===== src/rtl/multicycle_ctrl.sv =====
// multicycle_ctrl: FETCH/DECODE/EXEC/MEM/WB sequencer with bounded data-memory handshake.
// Define CTRL_TRAP_EN to send illegal opcodes and MEM timeouts to a sticky HALT state.
module multicycle_ctrl #(
  parameter int MEM_TIMEOUT = 16
) (
  input  logic       clk,
  input  logic       rst,
  input  logic [3:0] opcode,
  input  logic       dmem_ack,
  output logic       ir_we,
  output logic       pc_we,
  output logic       jump,
  output logic       beq,
  output logic       bne,
  output logic       mem_read,
  output logic       mem_write,
  output logic       alu_src,
  output logic       reg_dst,
  output logic       mem_to_reg,
  output logic       reg_write,
  output logic [1:0] alu_op,
  output logic       dmem_req,
  output logic       instr_done,
  output logic       bus_err,
  output logic       halted,
  output logic [2:0] state
);
  localparam logic [2:0] FETCH = 3'd0, DECODE = 3'd1, EXEC = 3'd2, MEM = 3'd3, WB = 3'd4, HALT = 3'd5;
`ifdef CTRL_TRAP_EN
  localparam bit TRAP = 1'b1;
`else
  localparam bit TRAP = 1'b0;
`endif
  logic [2:0] state_next;
  logic [3:0] op_q;
  logic [7:0] wait_cnt;
  logic is_ld, is_st, is_r, is_beq, is_bne, is_jmp, is_br, is_ill, held, act, time_out;
  assign is_ld    = op_q == 4'h0;
  assign is_st    = op_q == 4'h1;
  assign is_r     = op_q >= 4'h2 && op_q <= 4'h9;
  assign is_beq   = op_q == 4'hb;
  assign is_bne   = op_q == 4'hc;
  assign is_jmp   = op_q == 4'hd;
  assign is_br    = is_beq | is_bne | is_jmp;
  assign is_ill   = !(is_ld | is_st | is_r | is_br);
  assign held     = state == EXEC || state == MEM || state == WB;
  assign act      = !rst;
  // An ack arriving on the final allowed cycle wins over the timeout.
  assign time_out = state == MEM && !dmem_ack && wait_cnt == 8'(MEM_TIMEOUT - 1);
  always_ff @(posedge clk or posedge rst)
    if (rst) state <= FETCH;
    else state <= state_next;
  always_ff @(posedge clk or posedge rst)
    if (rst) begin
      op_q     <= 4'h0;
      wait_cnt <= 8'h0;
    end else begin
      if (state == DECODE) op_q <= opcode;
      wait_cnt <= (state == MEM && !dmem_ack) ? wait_cnt + 8'h1 : 8'h0;
    end
  always_comb begin
    state_next =
      (state == FETCH)  ? DECODE :
      (state == DECODE) ? EXEC :
      (state == EXEC)   ? ((is_ld | is_st) ? MEM : is_r ? WB : (is_ill && TRAP) ? HALT : FETCH) :
      (state == MEM)    ? (dmem_ack ? (is_ld ? WB : FETCH) : time_out ? (TRAP ? HALT : FETCH) : MEM) :
      (state == HALT)   ? HALT : FETCH;
  end
  always_comb begin
    ir_we      = act && state == FETCH;
    pc_we      = act && ((state == EXEC && (is_br || (is_ill && !TRAP))) ||
                         (state == MEM && ((dmem_ack && is_st) || (time_out && !TRAP))) ||
                         state == WB);
    jump       = act && state == EXEC && is_jmp;
    beq        = act && state == EXEC && is_beq;
    bne        = act && state == EXEC && is_bne;
    dmem_req   = act && state == MEM;
    mem_read   = act && state == MEM && is_ld;
    mem_write  = act && state == MEM && is_st;
    alu_src    = act && held && (is_ld | is_st);
    reg_dst    = act && held && is_r;
    mem_to_reg = act && state == WB && is_ld;
    reg_write  = act && state == WB;
    alu_op     = !(act && held) ? 2'b00 : (is_ld | is_st) ? 2'b10 : (is_beq | is_bne) ? 2'b01 : 2'b00;
    instr_done = pc_we;
    bus_err    = act && time_out;
`ifdef CTRL_TRAP_EN
    halted     = act && state == HALT;
`else
    halted     = 1'b0;
`endif
  end
endmodule


===== config.mk =====
export PLATFORM = sky130hd
export DESIGN_NAME = multicycle_ctrl
export DESIGN_NICKNAME = d
export VERILOG_FILES = /design/src/rtl/multicycle_ctrl.sv
export SDC_FILE = /design/constraint.sdc
export NUM_CORES = 1
export LEC_CHECK = 0
export BUFFER_PORTS_ARGS = -buffer_cell sky130_fd_sc_hd__buf_2
export CORE_ASPECT_RATIO = 1.5
export CORE_UTILIZATION = 35
export DETAILED_ROUTE_END_ITERATION = 6
export SYNTH_ARGS = -nofsm -noshare
export SYNTH_HDL_FRONTEND = slang
export SYNTH_SLANG_ARGS = --single-unit

===== constraint.sdc =====
create_clock -name clk -period 3.4 [get_ports clk]
set_clock_uncertainty 0.1 [all_clocks]
set_input_delay 0.17 -clock clk [delete_from_list [all_inputs] [get_ports clk]]
set_output_delay 0.17 -clock clk [all_outputs]
set_load 0.03 [all_outputs]

==> metrics.csv <==
metric,value,unit
drive_gt1_share,28.1,%
viasPerCell,5.44,
grt_usage,15.6,%
cts_tree,yes,
fin_worst_hold_slack,0.0156,ns
min_path_cells,2,
fillCellCount,231,
cp.depth,7,
cp_max_fo,18,
rsz0062_at_grt,false,
placed_area,982,um2
syn_inst,95,
grt_pass1_wl,3.12,mm
end_kind,output pin,
cpMostUsedCell,buf_2,
path_class,in2out,
status,"complete, no violations",
cts.path.max_buffers,2,
grt_start_max_net_pins,19,
synth_edf_count,0,
vias,783,
num_antenna_cells,0,
min_period_over_period,71.9,%
final_antenna_net_count,0,
critPathArrivalTime,2.17,ns
multiInputGateArea,442,um2
core-area,2290,um2
leakagePower,0.504,nW
crit_chain,dlygate4sd3_1 -> buf_2 -> inv_1 -> and3_4 -> and3_1 -> a22o_1 -> buf_2,
cp_data_required_time,3.13,ns
p_per_area,724,nW/um2
ys.flop_type,dfrtp_1,
synth_warnings,0,
start_kind,input pin,
maxCapViolations,0,
start_util,37.6,%
synth-seq-area-share,43.7,%
critPathSlowestCell,dlygate4sd3_1,
layout_commonest_cell,buf_2,
synthToLayoutAreaGrowth,19.8,%
yosysTopAreaCellShare,43.7,%
grt_pass1_vias,744,
routedWlPerCell,12.9,um
tightest_slew,0.752,ns
finalMaxSlewViolations,0,
mostFrequentLayoutCells,"buf_2 (25), dfrtp_1 (15), nor2_1 (13)",
regArea,375,um2
r2r_cells,2,
crit_family,buffers and inverters,
ios,27,
cts_buffers,3,
hp-class,in2reg,
yosysUniqueCellTypes,35,
dieArea,2660,um2
relSlewSlack,49.8,%
die_width,42.5,um
worstSkewPairLatency,0.29,ns
globalplace.congestion,0.843,
synthTopCellsByArea,"dfrtp_1 (44%), nor2_1 (5.7%), nor3_1 (4.1%)",
finalWorstPathRequiredPeriod,2.44,ns
synth_nets,103,
cts-root-buf,clkbuf_4,
synthArstFlopShare,100,%
antenna_found_initial,0,
worst-path-buf-inv,4,
hold_viol,0,
overflow,0,
ir_worst_vdd,0.253,mV
drt_iter0_drc,21,
io_buffers,25,
setup_viol,0,
htreeDepth,1,
utilization,45.0,%
row_count,21,
synth_top_area_cell,dfrtp_1,
max_stage_delay,0.54,ns
layout.nets,130,
ys_ff_latch,15,
clock_sinks,15,
detail_route.drc_violations,0,
synth.avg_cell_area,9.05,um2
dpl.hpwl,1.42,mm
die_h,62.7,um
synth.cell_area,860,um2
clkTransAtPathRegs,0.09,ns
max_freq,409,MHz
fin_area,1030,um2
routed_wl,1.85,mm
setup_tns,0,ns
dr.pass1.iters,4,
[power breakdown]
group          switching [mW]  internal [mW]
clock                  0.0595         0.0437
combinational           0.214          0.129
sequential             0.0773          0.222
total                   0.350          0.395
[flip-flops by register name (all words and copies together), names as in the netlist]
| name | cells |
|---|---|
| wait_cnt | 8 |
| op_q | 4 |
| state | 3 |
[stage by stage]
step	std cells	worst slack [ns]	power [mW]
2_1_floorplan	95	0.992	0.562
3_3_place_gp	138	1.42	0.637
3_5_place_dp	138	1.36	0.644
4_1_cts	144	0.910	0.751
5_1_grt	144	0.742	0.803
6_report	144	0.956	0.745
[worst reg2reg max path, delay by kind of cell (launching register included)]
family,cells,cell delay (ns)
AND/OR/NAND/NOR,1,0.68
flip-flops,1,0.63
multiplexers,1,0.41
[cells by family (layout without fill, tap and decap cells)]
family | Yosys count | count (layout) | synth area share, %
compound gates | 13 | 13 | 9.75
xor+xnor | 6 | 6 | 6.11
fa+ha+maj | 1 | 1 | 1.46
buf+inv | 8 | 34 | 4.95
flops | 15 | 15 | 43.7
mux | 3 | 3 | 3.93
other cells | 1 | 1 | 0.436
simple gates | 48 | 48 | 29.7
[layout make-up]
cell class	instances	share of cell area [%]
clock buffers	3	2.19
clock inverters	1	0.486
inverters	3	1.09
multi-input cells	72	42.9
flip-flops and latches	15	36.5
well taps	23	2.79
repair buffers	27	14.1
[synthesized netlist by cell type, drive strengths merged (2+ instances only)]
library cell   n
dfrtp         15
nor2          13
nor3           7
nand2          6
and3           4
buf            3
inv            3
mux2           3
nand2b         3
nand3          3
nor2b          3
o21ai          3
xnor2          3
xor2           3
a21oi          2
clkbuf         2
nand3b         2
nor4           2
o22ai          2
[routing by layer]
metal / wire, um / vias to the layer above / share of wire, % / track usage (%)
met5: 0 / - / 0 / 0
met4: 58 / 0 / 3.1 / 9.77
met3: 87 / 7 / 4.7 / 3.76
met2: 986 / 25 / 53 / 28.1
met1: 720 / 367 / 39 / 15.1
li1: - / 384 / - / -
[repair_timing]
action,CTS,global route
buffers inserted,0,0
gates resized for setup,0,0
hold endpoints to repair,16,0
hold buffers,2,0
[path summary, 6_finish.rpt]
path / startpoint / end / slack [ns]
max reg2reg: state[0] / op_q[3] / 1.47
max: rst / instr_done / 0.96
min in group asynchronous: rst / wait_cnt[6] / 0.46
min reg2reg: wait_cnt[0] / wait_cnt[0] / 0.37
max in group asynchronous: rst / op_q[1] / 2.32
min: opcode[1] / op_q[1] / 0.02
(Power assumes the default switching activity.)
